===== src/rtl/sata_oob_pkg.sv =====
// Shared SATA OOB definitions: gap classes, detector states, nominal timing
// and default detection windows (also used by the OOB burst transmitter model).
package sata_oob_pkg;

  localparam int unsigned UIOOB            = 160;
  localparam int unsigned NOM_BURST        = UIOOB;
  localparam int unsigned NOM_WAKE_GAP     = 160;
  localparam int unsigned NOM_INIT_GAP     = 480;

  localparam int unsigned DEF_BURST_MIN    = 120;
  localparam int unsigned DEF_BURST_MAX    = 200;
  localparam int unsigned DEF_WAKE_GAP_MIN = 110;
  localparam int unsigned DEF_WAKE_GAP_MAX = 210;
  localparam int unsigned DEF_INIT_GAP_MIN = 400;
  localparam int unsigned DEF_INIT_GAP_MAX = 560;
  localparam int unsigned DEF_N_GAPS       = 3;

  typedef enum logic [1:0] {
    GAP_NONE = 2'd0,
    GAP_WAKE = 2'd1,
    GAP_INIT = 2'd2
  } gap_class_e;

  typedef enum logic [1:0] {
    ST_IDLE  = 2'd0,
    ST_BURST = 2'd1,
    ST_GAP   = 2'd2
  } oob_state_e;

  // Inclusive window classification of a measured gap length
  function automatic gap_class_e classify_gap(
    input int unsigned len,
    input int unsigned wake_min,
    input int unsigned wake_max,
    input int unsigned init_min,
    input int unsigned init_max
  );
    if (len >= wake_min && len <= wake_max) return GAP_WAKE;
    if (len >= init_min && len <= init_max) return GAP_INIT;
    return GAP_NONE;
  endfunction

endpackage


===== src/rtl/sata_oob_rx_detect_if.sv =====
// Line-side idle input and detector status outputs of the OOB receive detector.
interface sata_oob_rx_detect_if;
  import sata_oob_pkg::*;

  logic       i_rx_idle;
  logic       o_cominit_det;
  logic       o_comwake_det;
  logic       o_busy;
  gap_class_e o_gap_class;

  modport slave (
    input  i_rx_idle,
    output o_cominit_det, o_comwake_det, o_busy, o_gap_class
  );

  modport master (
    output i_rx_idle,
    input  o_cominit_det, o_comwake_det, o_busy, o_gap_class
  );

endinterface


===== src/rtl/sata_oob_glitch_filter.sv =====
// 3-tap majority filter on the squelch input; removes single-cycle glitches
// at the cost of two cycles of edge latency.
module sata_oob_glitch_filter (
  input  logic clk,
  input  logic rst_n,
  input  logic rx_idle,
  output logic rx_idle_c
);

  logic [2:0] taps;

  // Reset to idle so the detector does not see a phantom burst
  always_ff @(posedge clk or negedge rst_n) begin
    if (!rst_n) taps <= 3'b111;
    else        taps <= {taps[1:0], rx_idle};
  end

  assign rx_idle_c = (taps[0] & taps[1]) | (taps[0] & taps[2]) | (taps[1] & taps[2]);

endmodule


===== src/rtl/sata_oob_rx_detect.sv =====
// SATA OOB receive detector: measures burst/gap lengths on the squelch signal
// and pulses COMINIT or COMWAKE detect. Optional OOB_GLITCH_FILTER_EN adds a
// majority filter on the idle input.
module sata_oob_rx_detect
  import sata_oob_pkg::*;
#(
  parameter int unsigned BURST_MIN    = DEF_BURST_MIN,
  parameter int unsigned BURST_MAX    = DEF_BURST_MAX,
  parameter int unsigned WAKE_GAP_MIN = DEF_WAKE_GAP_MIN,
  parameter int unsigned WAKE_GAP_MAX = DEF_WAKE_GAP_MAX,
  parameter int unsigned INIT_GAP_MIN = DEF_INIT_GAP_MIN,
  parameter int unsigned INIT_GAP_MAX = DEF_INIT_GAP_MAX,
  parameter int unsigned N_GAPS       = DEF_N_GAPS
) (
  input  logic                  i_clk,
  input  logic                  i_rst_n,
  sata_oob_rx_detect_if.slave   bus
);

  localparam int unsigned CW = $clog2(INIT_GAP_MAX + 2);
  localparam int unsigned SW = $clog2(N_GAPS + 1);
  localparam logic [CW-1:0] CNT_SAT  = CW'(INIT_GAP_MAX + 1);
  localparam logic [SW-1:0] SEQ_FULL = SW'(N_GAPS);

  logic rx_idle_c;

`ifdef OOB_GLITCH_FILTER_EN
  sata_oob_glitch_filter u_glitch_filter (
    .clk       (i_clk),
    .rst_n     (i_rst_n),
    .rx_idle   (bus.i_rx_idle),
    .rx_idle_c (rx_idle_c)
  );
`else
  assign rx_idle_c = bus.i_rx_idle;
`endif

  oob_state_e    state, state_n;
  logic [CW-1:0] count, count_n, count_inc_c;
  logic [SW-1:0] seq_cnt, seq_cnt_n;
  gap_class_e    seq_class, seq_class_n;
  gap_class_e    gap_class, gap_class_n;
  gap_class_e    cls_c;
  logic          burst_ok, burst_ok_n;
  logic          fired, fired_n;
  logic          cominit, cominit_n;
  logic          comwake, comwake_n;
  logic          busy, busy_n;

  always_ff @(posedge i_clk or negedge i_rst_n) begin
    if (!i_rst_n) begin
      state     <= ST_IDLE;
      count     <= '0;
      seq_cnt   <= '0;
      seq_class <= GAP_NONE;
      gap_class <= GAP_NONE;
      burst_ok  <= 1'b0;
      fired     <= 1'b0;
      cominit   <= 1'b0;
      comwake   <= 1'b0;
      busy      <= 1'b0;
    end else begin
      state     <= state_n;
      count     <= count_n;
      seq_cnt   <= seq_cnt_n;
      seq_class <= seq_class_n;
      gap_class <= gap_class_n;
      burst_ok  <= burst_ok_n;
      fired     <= fired_n;
      cominit   <= cominit_n;
      comwake   <= comwake_n;
      busy      <= busy_n;
    end
  end

  // Burst/gap measurement, sequence tracking and detect pulse generation
  always_comb begin
    state_n     = state;
    count_n     = count;
    seq_cnt_n   = seq_cnt;
    seq_class_n = seq_class;
    gap_class_n = gap_class;
    burst_ok_n  = burst_ok;
    fired_n     = fired;
    cominit_n   = 1'b0;
    comwake_n   = 1'b0;
    cls_c       = GAP_NONE;
    count_inc_c = (count == CNT_SAT) ? count : count + CW'(1);

    case (state)
      ST_IDLE: begin
        if (!rx_idle_c) begin
          state_n = ST_BURST;
          count_n = CW'(1);
        end
      end
      ST_BURST: begin
        if (!rx_idle_c) begin
          count_n = count_inc_c;
        end else begin
          state_n    = ST_GAP;
          count_n    = CW'(1);
          burst_ok_n = (count >= CW'(BURST_MIN)) && (count <= CW'(BURST_MAX));
          if (!burst_ok_n) begin
            seq_cnt_n = '0;
            fired_n   = 1'b0;
          end
        end
      end
      ST_GAP: begin
        if (rx_idle_c) begin
          if (count_inc_c == CNT_SAT) begin
            state_n     = ST_IDLE;
            count_n     = '0;
            seq_cnt_n   = '0;
            fired_n     = 1'b0;
            gap_class_n = GAP_NONE;
          end else begin
            count_n = count_inc_c;
          end
        end else begin
          cls_c       = classify_gap(32'(count), WAKE_GAP_MIN, WAKE_GAP_MAX,
                                     INIT_GAP_MIN, INIT_GAP_MAX);
          gap_class_n = cls_c;
          state_n     = ST_BURST;
          count_n     = CW'(1);
          if (burst_ok && cls_c != GAP_NONE) begin
            if (cls_c == seq_class) begin
              if (seq_cnt != SEQ_FULL) seq_cnt_n = seq_cnt + SW'(1);
            end else begin
              seq_class_n = cls_c;
              seq_cnt_n   = SW'(1);
              fired_n     = 1'b0;
            end
          end else begin
            seq_cnt_n = '0;
            fired_n   = 1'b0;
          end
          // Pulse only once per unbroken run of qualifying gaps
          if (seq_cnt_n == SEQ_FULL && !fired_n) begin
            fired_n   = 1'b1;
            cominit_n = (seq_class_n == GAP_INIT);
            comwake_n = (seq_class_n == GAP_WAKE);
          end
        end
      end
      default: state_n = ST_IDLE;
    endcase

    busy_n = (state_n != ST_IDLE);
  end

  assign bus.o_cominit_det = cominit;
  assign bus.o_comwake_det = comwake;
  assign bus.o_busy        = busy;
  assign bus.o_gap_class   = gap_class;

endmodule


===== src/flat_wrapper.sv =====
// flat-port wrapper written by rule: the top's interface ports become plain ports
module sata_oob_rx_detect_flat import sata_oob_pkg::*;
#(
  parameter int unsigned BURST_MIN    = DEF_BURST_MIN,
  parameter int unsigned BURST_MAX    = DEF_BURST_MAX,
  parameter int unsigned WAKE_GAP_MIN = DEF_WAKE_GAP_MIN,
  parameter int unsigned WAKE_GAP_MAX = DEF_WAKE_GAP_MAX,
  parameter int unsigned INIT_GAP_MIN = DEF_INIT_GAP_MIN,
  parameter int unsigned INIT_GAP_MAX = DEF_INIT_GAP_MAX,
  parameter int unsigned N_GAPS       = DEF_N_GAPS
)
  (i_clk, i_rst_n, bus_i_rx_idle, bus_o_cominit_det, bus_o_comwake_det, bus_o_busy, bus_o_gap_class);
  sata_oob_rx_detect_if bus_i ();
  input  logic i_clk;
  input  logic i_rst_n;
  input wire logic [$bits(bus_i.i_rx_idle)-1:0] bus_i_rx_idle;
  output wire logic [$bits(bus_i.o_cominit_det)-1:0] bus_o_cominit_det;
  output wire logic [$bits(bus_i.o_comwake_det)-1:0] bus_o_comwake_det;
  output wire logic [$bits(bus_i.o_busy)-1:0] bus_o_busy;
  output wire logic [$bits(bus_i.o_gap_class)-1:0] bus_o_gap_class;
  assign bus_i.i_rx_idle = bus_i_rx_idle;
  assign bus_o_cominit_det = bus_i.o_cominit_det;
  assign bus_o_comwake_det = bus_i.o_comwake_det;
  assign bus_o_busy = bus_i.o_busy;
  assign bus_o_gap_class = bus_i.o_gap_class;
  sata_oob_rx_detect #(.BURST_MIN(BURST_MIN), .BURST_MAX(BURST_MAX), .WAKE_GAP_MIN(WAKE_GAP_MIN), .WAKE_GAP_MAX(WAKE_GAP_MAX), .INIT_GAP_MIN(INIT_GAP_MIN), .INIT_GAP_MAX(INIT_GAP_MAX), .N_GAPS(N_GAPS)) u_core (.i_clk(i_clk), .i_rst_n(i_rst_n), .bus(bus_i));
endmodule

===== config.mk =====
export PLATFORM = sky130hd
export DESIGN_NAME = sata_oob_rx_detect_flat
export DESIGN_NICKNAME = d
export VERILOG_FILES = /design/src/rtl/sata_oob_pkg.sv /design/src/rtl/sata_oob_rx_detect_if.sv /design/src/rtl/sata_oob_glitch_filter.sv /design/src/rtl/sata_oob_rx_detect.sv /design/src/flat_wrapper.sv
export SDC_FILE = /design/constraint.sdc
export NUM_CORES = 1
export LEC_CHECK = 0
export ABC_AREA = 1
export ABC_CLOCK_PERIOD_IN_PS = 1750
export BUFFER_PORTS_ARGS = -buffer_cell sky130_fd_sc_hd__buf_2
export CAP_MARGIN = 20
export CORE_ASPECT_RATIO = 0.7
export CORE_MARGIN = 4
export CORE_UTILIZATION = 55
export CTS_CLUSTER_SIZE = 28
export DETAILED_ROUTE_END_ITERATION = 10
export GPL_TIMING_DRIVEN = 0
export PLACE_DENSITY_LB_ADDON = 0.05
export SYNTH_ARGS = -nofsm -noshare
export SYNTH_HDL_FRONTEND = slang
export SYNTH_HIERARCHICAL = 1
export SYNTH_SLANG_ARGS = --single-unit

===== constraint.sdc =====
create_clock -name i_clk -period 1.75 [get_ports i_clk]
set_input_delay 0.0875 -clock i_clk [delete_from_list [all_inputs] [get_ports i_clk]]
set_output_delay 0.0875 -clock i_clk [all_outputs]
set_load 0.03 [all_outputs]

==> impl.org, run 1 <==
** Status
- The run finished, with violations left.
- Violated checks :: setup timing

** STA
- Tightest slew margin relative to the limit :: 0.650
- Of the available clock period, the critical path in the final layout requires 1.11.
- In the post-route analysis, the smallest setup slack over all paths is -0.187 ns.
- The routed design could run at a clock period as short as 1.94 ns.
- Static timing analysis puts the maximum clock frequency at 516 MHz.
- Count of final hold-check violations :: 0
- Unrepaired setup endpoints after global routing :: true
- Across the routed clock network, the largest skew measured is 0.00116 ns.
- Final total negative setup slack :: -2.17 ns
- Total count of max-transition violations in the final report :: 0
- At the pin with the least slew margin, the transition time is 0.525 ns.
- Setup violations remaining at the end of the flow were counted as 18.

** Worst setup path
- STA classifies the critical path startpoint as a flip-flop.
- At the worst endpoint, the arrival time is 2.10 ns.
- Type of the worst setup path :: flip-flop to flip-flop
- Data required time of the critical path :: 1.91 ns
- Crit Path Max Fanout :: 4
- The worst setup path is captured at a flip-flop.

** Final layout
- The number of antenna diodes in the final layout is 0.
- Share of cells above drive strength 1 :: 0.379
- Number of standard cells in the layout, taps in and fillers out :: 315
- The library cell used most frequently in the layout, excluding fill and tap cells, is nand2_1.
- In the final design database the tool counted 289 nets.
- Area delta synth->final :: 25.7%
- Final Cell Area :: 2270 um2
- Leaving out fill and tap cells, the most frequent cells in the layout are nand2_1, inv_1, dfrtp_1.

** Routing
- Count of unresolved DRC violations after routing :: 0
- Number of DRC markers after the initial detailed-route iteration :: 133
- The routed design has 4380 um of wire.
- Post-route antenna net violation count :: 0
- Per-cell via count in the routed design :: 5.43
- The pre-antenna-repair detailed-routing pass consisted of 4 iterations.
- The final route contains 1710 vias.
- Average wire length per cell after detail routing :: 13.9 um

** Place
- Placement Cell Area :: 1890 um2
- Input and output buffers added on the ports amount to 7.
- Inst Count DP :: 296
- Detailed placement ended at an HPWL of 2980 um.
- Before CTS, the worst setup slack after placement is -0.270 ns.
- Routability-driven placement finished with a final weighted congestion of 0.934.

** Floorplan
- Die Y-Extent :: 55.9 um
- Chip Width :: 76.4 um
- Area of the core :: 3150 um2
- 8 I/O pins were placed.
- The initial utilization of the core area, before any placement, comes to 0.573.
- Die area :: 4270 um2
- Row cnt :: 17

** GRT
- Entering global routing, the biggest net connects 24 pins.
- The first global-routing pass estimated 7270 um of wire.
- Number of antenna violations at the first check in global routing :: 0
- Summed over all layers, the global routing overflow is 0.
- Overall fraction of global-route tracks in use :: 0.209
- Via count of the first global-routing pass :: 1568

** Power and ir drop
- Leakage component of the power :: 1.12 nW
- Worst-case vdd ir drop :: 0.843 mV
- In this run the power density over the cells is 976 nW/um2.

** Clock tree
- The later pin in the worst-skew pair is clocked with a latency of 0.26 ns.
- Clk sinks :: 23
- CTS clock-pin slew for the worst setup and hold paths :: 0.08 ns
- Clock tree synthesis inserted a total of 3 buffers.
- H-tree level count :: 1
- Clock Root Buffer :: clkbuf_8
- Clock buffer depth :: 2
- TritonCTS built the clock tree.

** Synth
- Post-synth cell types :: 29
- Sequential element share of the synthesized area :: 0.319
- Warning count from the yosys run :: 6
- Ranked by total cell area, the synthesized netlist is headed by dfrtp_1, nand2_1, inv_1, nand3_1, ha_1.
- Summed over all instances, the cell type with the most area after synthesis is dfrtp_1.
- Flops & latches, synth :: 23
- Synthesis handed over a netlist of 251 instances.
- A synthesized cell averages 7.18 um2.
- Of the post-synthesis cell area, the dominant cell type holds 0.319.
- The synthesized netlist occupies a cell area of 1800 um2.
- Syn nets :: 262

** Worst hold path
- Kind of path behind the tightest hold check :: input pin to flip-flop

** Run
- The tool flagged a number of max-cap violations equal to 0.
layout make-up:
cell class,instances,area [um2]
Clock inverter,1,5.00
Inverter,38,153
Fill cell,248,882
Buffer,7,61.3
Tap cell,38,47.5
Sequential cell,23,578
Multi-Input combinational cell,183,1220
Timing Repair Buffer,22,161
Clock buffer,3,41.3
repair_timing:
action | CTS | global route
cloned | 0 | 0
pin swaps | 12 | 19
endpoints found under the hold margin | 23 | 0
hold buffers | 1 | 0
setup buffers | 8 | 6
gates resized for setup | 25 | 29
setup endpoints to repair | 18 | 21
through the flow:
step,power (mW),util,hold slack [ns]
final,2.21,0.720,0.221
after global routing,2.38,0.720,0.252
after CTS,2.06,0.667,0.201
after detailed placement,1.48,0.599,0.103
after global placement,1.47,0.599,0.101
after floorplan,1.29,-,-0.208
sequential cells by signal, summed over array words and instances (netlist names):
name,cells
u_core/seq_cnt,2
u_core/burst_ok,1
u_core/state,2
u_core/bus.o_cominit_det,1
u_core/seq_class,2
u_core/bus.o_gap_class,2
u_core/count,10
u_core/fired,1
u_core/bus.o_busy,1
u_core/bus.o_comwake_det,1
worst max-delay path, cell delays in order, from the launching register on:
cell,delay [ns]
dfrtp_2,0.47
inv_4,0.09
ha_4,0.13
nand3_4,0.06
nor2_4,0.17
nand3_2,0.09
nand2_2,0.10
buf_6,0.10
nand3_1,0.10
nor2_2,0.13
nand3_1,0.09
nand2_1,0.08
nand2_1,0.07
nand3_2,0.09
nand2_1,0.06
kinds of logic after synthesis:
kind of cell,Yosys count,synth area share
AO/OA/AOI/OAI,36,0.130
flip-flops,23,0.319
AND/OR/NAND/NOR,137,0.371
XOR/XNOR,2,0.00972
buffers and inverters,45,0.115
adder cells (fa/ha/maj),8,0.0555
report_power, final:
group	internal [mW]	switching (mW)
sequential	0.607	0.0999
combinational	0.464	0.706
clock	0.159	0.177
total	1.23	0.983
worst paths after layout:
check,from,end,slack (ns),cells past startpoint
min in group asynchronous,i_rst_n,u_core/bus.o_cominit_det$_DFF_PN0_,0.32,2
setup reg to reg,u_core/count[1]$_DFFE_PN0P_,u_core/bus.o_busy$_DFF_PN0_,-0.19,14
max in group asynchronous,i_rst_n,u_core/count[1]$_DFFE_PN0P_,1.05,2
hold reg to reg,u_core/fired$_DFFE_PN0P_,u_core/fired$_DFFE_PN0P_,0.49,2
hold / removal,bus_i_rx_idle,u_core/seq_class[0]$_DFFE_PN0P_,0.22,4
setup / recovery,u_core/count[1]$_DFFE_PN0P_,u_core/bus.o_busy$_DFF_PN0_,-0.19,14
cell usage after synthesis:
cell	instances
nand2_1	67
inv_1	33
dfrtp_1	23
nand3_1	21
nor2_1	14
o21ai_0	11
o21ai_2	10
nand2_2	9
ha_1	8
nand4_1	8
a21oi_1	6
nor2_2	5
buf_6	4
nand3_2	4
o22ai_1	4
inv_2	3
nand2_4	3
nor3_1	3
clkbuf_1	2
nor2_4	2
o21bai_1	2
xor2_1	2
a211oi_1	1
a31o_2	1
buf_4	1
clkinv_1	1
clkinv_4	1
nor3_2	1
o21ai_1	1
routing by layer:
metal  track usage  vias up  wire, um  share of wire
met5             0        -         0              0
met1         0.316      796      2160           0.49
met2         0.302       47      1900           0.43
li1              -      863         -              -
met4        0.0310        0        23         0.0052
met3        0.0550        4       299          0.068
(Power assumes the default switching activity.)
==> run 2: changes to the inputs <==
--- a/config.mk
+++ b/config.mk
@@ -9,3 +9,2 @@
 export ABC_CLOCK_PERIOD_IN_PS = 1750
-export BUFFER_PORTS_ARGS = -buffer_cell sky130_fd_sc_hd__buf_2
 export CAP_MARGIN = 20
@@ -16,2 +15,3 @@
 export DETAILED_ROUTE_END_ITERATION = 10
+export DONT_BUFFER_PORTS = 1
 export GPL_TIMING_DRIVEN = 0
--- a/constraint.sdc
+++ b/constraint.sdc
@@ -3,2 +3,2 @@
 set_output_delay 0.0875 -clock i_clk [all_outputs]
-set_load 0.03 [all_outputs]
+set_load 0.01 [all_outputs]
==> run 2 against run 1 <==
The flow still finishes with violations (setup timing). Combinational power increased by 3%. Via count is 4.3% higher. Worst setup slack worse by 0.018 ns. Global-route usage up 1.1 points. Cell area grew 5.2%. Worst hold slack worse by 0.22 ns. Sequential share of layout area fell by 1.2 points. Critical path type unchanged. Largest power group unchanged. Highest routed layer unchanged.
==> impl.org, run 2 (same netlist as run 1, synthesis figures left out) <==
** STA
- Final setup violation count :: 18 (unchanged)
- Worst slew pin tran :: 0.544 ns (was 0.525 ns)
- The setup clock skew after layout was 0.00186 ns (was 0.00116 ns).
- The minimum clock period after layout came to 1.95 ns (was 1.94 ns).
- Count of final hold-check violations :: 0 (unchanged)
- Final total negative setup slack :: -3.02 ns (was -2.17 ns)
- Total count of max-transition violations in the final report :: 0 (unchanged)
- The worst slew slack as a fraction of its limit was 0.637 (was 0.650).
- Unrepaired setup endpoints after global routing: true (unchanged).
- The smallest setup slack after layout was -0.205 ns (was -0.187 ns).
- The ratio of final minimum period to clock period is 1.12 (was 1.11).
- Maximum clock frequency :: 512 MHz (was 516 MHz)
- The minimum hold slack came to 0.000563 ns (was 0.221 ns).

** Worst setup path
- The type of origin of the critical path was a flip-flop (unchanged).
- The largest fanout on the critical path is 6 (was 4).
- The origin of the critical flop-to-flop path is u_core/count[1]$_DFFE_PN0P_ (unchanged).
- The depth of the worst register-to-register path came to 10 (was 14).
- Worst R2R Setup Slack :: -0.20 ns (was -0.19 ns)
- The worst setup path category is flip-flop to flip-flop (unchanged).
- Worst R2R End :: u_core/bus.o_gap_class[1]$_DFFE_PN0P_ (was u_core/bus.o_busy$_DFF_PN0_)
- Data required time of the critical path :: 1.91 ns (about the same)
- Crit path DAT :: 2.12 ns (was 2.10 ns)
- The worst setup path startpoint was u_core/count[1]$_DFFE_PN0P_ (unchanged).
- The endpoint class of the critical path was a flip-flop (unchanged).

** Place
- Setup Slack @ Placement :: -0.298 ns (was -0.270 ns)
- The placed instance count is 289 (was 296).
- Placer Congestion :: 0.949 (was 0.934)
- Count of input and output buffers :: 0 (was 7)
- The half-perimeter wire length after placement was 2960 um (was 2980 um).

** Clock tree
- CTS tree :: built (unchanged)
- CTS clock-pin slew for the worst setup and hold paths :: 0.09 ns (was 0.08 ns)
- Clock Root Buffer :: clkbuf_8 (unchanged)
- Clk sinks :: 23 (unchanged)
- Clock buffer depth :: 2 (unchanged)
- The later-pin clock latency in the skew report is 0.27 ns (was 0.26 ns).
- The number of buffers created by CTS came to 3 (unchanged).
- The number of H-tree branching levels is 1 (unchanged).

** Final layout
- Most used cells in the layout excluding fill and tap cells: nand2_1, inv_1, nand2_2 (was nand2_1, inv_1, dfrtp_1).
- The number of flip-flops in the largest register came to 10 (unchanged).
- Share of cells above drive strength 1 :: 0.418 (was 0.379)
- The number of standard cells in the layout, taps in and fillers out was 313 (was 315).
- The register with the highest flop count was u_core/count (unchanged).
- The most common library cell in the layout ignoring fill and taps was nand2_1 (unchanged).
- The final antenna diode count was 0 (unchanged).
- The total number of nets in the final design is 287 (was 289).
- Area delta synth->final :: 32.2% (was 25.7%)

** Status
- Violated checks: setup timing (unchanged).
- Outcome :: complete, but fails checks (unchanged)

** Floorplan
- The placement row count was 17 (unchanged).
- Area of the core :: 3150 um2 (unchanged)
- Initial Utilization :: 0.573 (unchanged)
- The vertical extent of the die was 55.9 um (unchanged).
- The die footprint came to 4270 um2 (unchanged).
- The width of the die was 76.4 um (unchanged).
- # IOs :: 8 (unchanged)

** GRT
- Global-route wire length before repair :: 7450 um (was 7270 um)
- Met3 Resource Use GR :: 0.0453 (was 0.0550)
- Met2 routing resource usage after global routing :: 0.313 (was 0.302)
- The number of antenna violations at the first check in global routing is 0 (unchanged).
- Largest net degree at the start of global routing :: 24 (unchanged)
- Layer carrying the most global-route usage :: met1 (unchanged)
- Via count of the first global-routing pass :: 1498 (was 1568)
- Overall fraction of global-route tracks in use :: 0.219 (was 0.209)
- The met1 capacity usage during global routing is 0.334 (was 0.316).
- The total congestion overflow after global routing came to 0 (unchanged).

** Power and ir drop
- Total power consumption of the routed design :: 2.28 mW (was 2.21 mW)
- Worst-case vdd ir drop :: 0.783 mV (was 0.843 mV)
- Pwr/cell area :: 955 nW/um2 (was 976 nW/um2)
- Leakage component of the power :: 1.12 nW (about the same)

** Worst hold path
- The start point of the worst min-delay path was bus_i_rx_idle (unchanged).
- WHS Endpoint :: u_core/seq_class[0]$_DFFE_PN0P_ (unchanged)
- Hold path cells :: 3 (was 4)
- The type of the most critical hold path was input pin to flip-flop (unchanged).

** Routing
- The total wirelength of the detailed-routed design is 5190 um (was 4380 um).
- Average wire length per cell after detail routing :: 16.6 um (was 13.9 um)
- The remaining routing DRC violations is 0 (unchanged).
- The average via count per standard cell was 5.70 (was 5.43).
- Total via count after detailed routing :: 1784 (was 1710)
- Post-route antenna net violation count :: 0 (unchanged)
- The detailed-routing iteration count for the pre-antenna-repair pass came to 4 (unchanged).
- Number of DRC markers after the initial detailed-route iteration :: 172 (was 133)

** Run
- Number of max-cap violations :: 0 (unchanged)
## run 2: cell count changes in the layout (fill, tap and decap cells not counted), moves of 2 or more
| cell | change |
|---|---|
| a21oi_2 | -2 |
| dfrtp_2 | +2 |
| nand3_4 | +3 |
| nand2_2 | +7 |
| buf_4 | +2 |
| buf_2 | -7 |
| nand3_1 | -2 |
| nor2_4 | +5 |
| nor2_2 | -5 |
| nand2_1 | -7 |
| dfrtp_1 | -2 |
| buf_12 | +2 |
## run 2: final cells by class
class                      count  area (um2)
sequential                    23         581
clock inverter                 1        5.00
buffer                         7        61.3
multi-input combinational    183        1300
clock buffer                   3        41.3
inverter                      38         153
fill                         227         764
timing repair buffer          20         193
tap                           38        47.5
## run 2: stage by stage
step	utilization	area, um2
final	0.757	2380
after global routing	0.757	2380
after CTS	0.670	2110
after detailed placement	0.588	1850
after global placement	0.588	1850
after floorplan	-	1800
## run 2: worst max-delay path by stage
stage	end	slack (ns)	cells past startpoint
5_1_grt	u_core/bus.o_busy$_DFF_PN0_	-0.29	13
4_1_cts	u_core/count[9]$_DFFE_PN0P_	-0.13	13
6_report	u_core/bus.o_gap_class[1]$_DFFE_PN0P_	-0.20	10
2_1_floorplan	u_core/count[9]$_DFFE_PN0P_	0.03	13
3_3_place_gp	u_core/count[9]$_DFFE_PN0P_	-0.27	12
3_5_place_dp	u_core/count[9]$_DFFE_PN0P_	-0.30	12
## run 2: timing repair
item / CTS / global route
resized for setup: 26 / 49
buffers inserted: 9 / 9
hold buffers: 2 / 0
gates cloned: 0 / 0
hold endpoints to repair: 23 / 0
pin swaps: 12 / 20
setup endpoints to repair: 18 / 22
## run 2: report_power, final
group | total (mW) | switching [mW] | internal [mW]
Sequential | 0.725 | 0.118 | 0.607
Clock | 0.345 | 0.186 | 0.160
Combinational | 1.21 | 0.718 | 0.488
Total | 2.28 | 1.02 | 1.25
## run 2: critical path: stages (launching register included)
cell,delay [ns]
dfrtp_2,0.47
buf_6,0.14
nand2_4,0.05
nor2_4,0.23
nand3_4,0.14
xor2_4,0.20
nor2_4,0.13
nand3_4,0.11
buf_12,0.14
a21oi_4,0.13
o22ai_1,0.08
## run 2: routing by layer
layer	share of wire	up-vias
met5	0	-
met4	0.021	0
met3	0.063	14
met2	0.46	66
met1	0.46	838
li1	-	866
==> run 3: changes to the inputs <==
Settings changed: SKIP_LAST_GASP set to 1.
==> run 3 against run 2 <==
The run still ends with setup timing left. Cell count unchanged. Worst setup slack better by 0.0057 ns. Routed wire length down 2.9%. Worst hold slack better by 0.0021 ns. Clock power about the same. Global-route usage unchanged. Fmax up 0.29%. Register-to-register slack about the same. First-iteration DRC count up 11%. Core utilization down 0.16 points. Critical endpoint is now u_core/count[9]$_DFFE_PN0P_. Highest routed layer unchanged.
==> impl.org, run 3 (same netlist as run 1, synthesis figures left out) <==
** Power and ir drop
- Share of power burned in registers :: 0.319 (about the same)
- The peak ir drop on the vdd network is 0.780 mV (was 0.783 mV).
- Total power consumption of the routed design :: 2.26 mW (was 2.28 mW)
- The switching portion of total power was 0.446 (was 0.449).
- Pwr/cell area :: 952 nW/um2 (was 955 nW/um2)
- The switching power total was 1.01 mW (was 1.02 mW).
- The internal power is 1.25 mW (about the same).
- The share of total power in combinational logic was 0.529 (was 0.530).
- Clock power frac :: 0.152 (about the same)
- Leakage component of the power :: 1.12 nW (about the same)

** Floorplan
- Chip Width :: 76.4 um (unchanged)
- Row cnt :: 17 (unchanged)
- Die area :: 4270 um2 (unchanged)
- Initial Utilization :: 0.573 (unchanged)
- Die Y-Extent :: 55.9 um (unchanged)
- Area of the core :: 3150 um2 (unchanged)
- # IOs :: 8 (unchanged)

** STA
- Worst Setup Slack, final :: -0.199 ns (was -0.205 ns)
- Tightest slew margin relative to the limit :: 0.659 (was 0.637)
- The number of max-slew violations in the final report was 0 (unchanged).
- Unrepaired setup endpoints after global routing :: true (unchanged)
- The final-report setup violation count is 18 (unchanged).
- Maximum clock frequency :: 513 MHz (was 512 MHz)
- Final period utilization :: 1.11 (was 1.12)
- Tmin final :: 1.95 ns (about the same)
- Worst slew pin tran :: 0.512 ns (was 0.544 ns)
- The number of hold violations in the final report came to 0 (unchanged).
- The setup clock skew after layout was 0.00453 ns (was 0.00186 ns).
- Hold Slack :: 0.00263 ns (was 0.000563 ns)

** Final layout
- Most used cells in the layout excluding fill and tap cells: nand2_1, inv_1, nand2_2, dfrtp_1, buf_4 (was nand2_1, inv_1, nand2_2).
- The layout overhead on the synthesized area was 31.9% (was 32.2%).
- The fraction of layout cells with a size suffix above 1 was 0.411 (was 0.418).
- Net total in the final layout :: 287 (unchanged)
- The final instance area is 2380 um2 (about the same).
- The number of flip-flops in the largest register is 10 (unchanged).
- The final antenna diode count is 0 (unchanged).
- Final cell utilization of the core :: 0.756 (was 0.757)
- The most common library cell in the layout ignoring fill and taps was nand2_1 (unchanged).
- Register name with the most flops :: u_core/count (unchanged)

** Clock tree
- CTS clock-pin slew for the worst setup and hold paths :: 0.09 ns (about the same)
- The number of buffers created by CTS was 3 (unchanged).
- The root buffer cell is clkbuf_8 (unchanged).
- CTS tree :: built (unchanged)
- The number of H-tree branching levels came to 1 (unchanged).
- The clock sink count was 23 (unchanged).
- The later-pin clock latency in the skew report is 0.27 ns (about the same).
- The maximum buffer depth of the clock tree is 2 (unchanged).

** Place
- The weighted congestion at the end of routability-driven global placement was 0.949 (unchanged).
- The instance area at placement came to 1850 um2 (unchanged).
- Count of input and output buffers :: 0 (unchanged)
- The half-perimeter wire length after placement was 2960 um (unchanged).

** Routing
- The average via count per standard cell was 5.56 (was 5.70).
- Count of unresolved DRC violations after routing :: 0 (unchanged)
- The number of vias in the routed layout came to 1740 (was 1784).
- Average wire length per cell after detail routing :: 16.1 um (was 16.6 um)
- Final wirelength :: 5040 um (was 5190 um)
- The remaining antenna violation count is 0 (unchanged).
- Number of search-and-repair iterations in the first detailed-routing pass :: 4 (unchanged)
- Number of DRC markers after the initial detailed-route iteration :: 191 (was 172)

** Worst setup path
- The endpoint class of the critical path is a flip-flop (unchanged).
- The data required time of the worst path is 1.91 ns (about the same).
- The worst setup path category is flip-flop to flip-flop (unchanged).
- The data arrival at the endpoint of the critical path came to 2.11 ns (was 2.12 ns).
- CP startpoint kind :: flip-flop (unchanged)
- The largest fanout on the critical path came to 8 (was 6).

** GRT
- Global-route wire length before repair :: 7450 um (unchanged)
- The number of antenna violations at the first check in global routing is 0 (unchanged).
- The aggregate global-route resource usage came to 0.219 (unchanged).
- Overall overflow remaining after global route :: 0 (unchanged)
- Largest net degree at the start of global routing :: 24 (unchanged)
- The number of global-route vias before repair was 1498 (unchanged).

** Worst hold path
- The type of the most critical hold path is input pin to flip-flop (unchanged).

** Status
- Violated checks: setup timing (unchanged).
- Outcome :: complete, but fails checks (unchanged)

** Run
- Number of max-cap violations :: 0 (unchanged)
## run 3: cell count changes in the layout (fill, tap and decap cells not counted)
cell	delta
nand2_2	-2
nand2_1	+2
## run 3: final cells by class
class                      instances  area [um2]
multi-input combinational        183        1300
fill                             232         769
sequential                        23         581
timing repair buffer              20         193
inverter                          38         153
buffer                             7        61.3
tap                               38        47.5
clock buffer                       3        41.3
clock inverter                     1        5.00
## run 3: repair_timing
action                                  4_1_cts  5_1_grt
hold buffers                                  2        0
setup buffers                                 9        9
hold endpoints to repair                     23        0
gates resized for setup                      26       47
pin swaps                                    12       20
endpoints found under the setup margin       18       22
## run 3: final timing paths
| check | start | to | slack [ns] | cells after the start |
|---|---|---|---|---|
| max | u_core/count[1]$_DFFE_PN0P_ | u_core/count[9]$_DFFE_PN0P_ | -0.20 | 11 |
| min | bus_i_rx_idle | u_core/seq_class[0]$_DFFE_PN0P_ | 0.003 | 3 |
| max reg2reg | u_core/count[1]$_DFFE_PN0P_ | u_core/count[9]$_DFFE_PN0P_ | -0.20 | 11 |
| min reg2reg | u_core/seq_cnt[0]$_DFFE_PN0P_ | u_core/seq_cnt[0]$_DFFE_PN0P_ | 0.49 | 2 |
| max in group asynchronous | i_rst_n | u_core/count[9]$_DFFE_PN0P_ | 1.35 | 2 |
| min in group asynchronous | i_rst_n | u_core/seq_class[0]$_DFFE_PN0P_ | 0.24 | 2 |
## run 3: worst max-delay path: stages, from the launching register on
cell	delay (ns)
dfrtp_2	0.46
buf_6	0.14
nand2_4	0.05
nor2_4	0.23
nand3_4	0.14
xor2_4	0.20
nor2_4	0.13
nand3_4	0.11
nand3_4	0.11
nand2_4	0.07
nand2_8	0.11
o21ai_2	0.06
## run 3: power groups by stage
stage / sequential, mW / combinational (mW) / clock [mW]
finish: 0.722 / 1.20 / 0.343
global route: 0.728 / 1.32 / 0.381
floorplan: 0.687 / 0.571 / 0
detailed placement: 0.711 / 0.709 / 0
global placement: 0.711 / 0.704 / 0
CTS: 0.715 / 0.981 / 0.350
## run 3: stage by stage
| stage | setup TNS, ns | worst slack (ns) | instances |
|---|---|---|---|
| after floorplan | 0 | 0.0266 | 251 |
| after global placement | -3.99 | -0.272 | 289 |
| after detailed placement | -4.27 | -0.298 | 289 |
| after CTS | -1.56 | -0.128 | 304 |
| after global routing | -4.81 | -0.300 | 313 |
| final | -2.87 | -0.199 | 313 |
## run 3: metal layers
metal	GRT usage	vias up	part of all wire
li1	-	864	-
met2	0.313	55	0.47
met5	0	-	0
met1	0.334	815	0.45
met4	0.0568	0	0.010
met3	0.0453	6	0.066
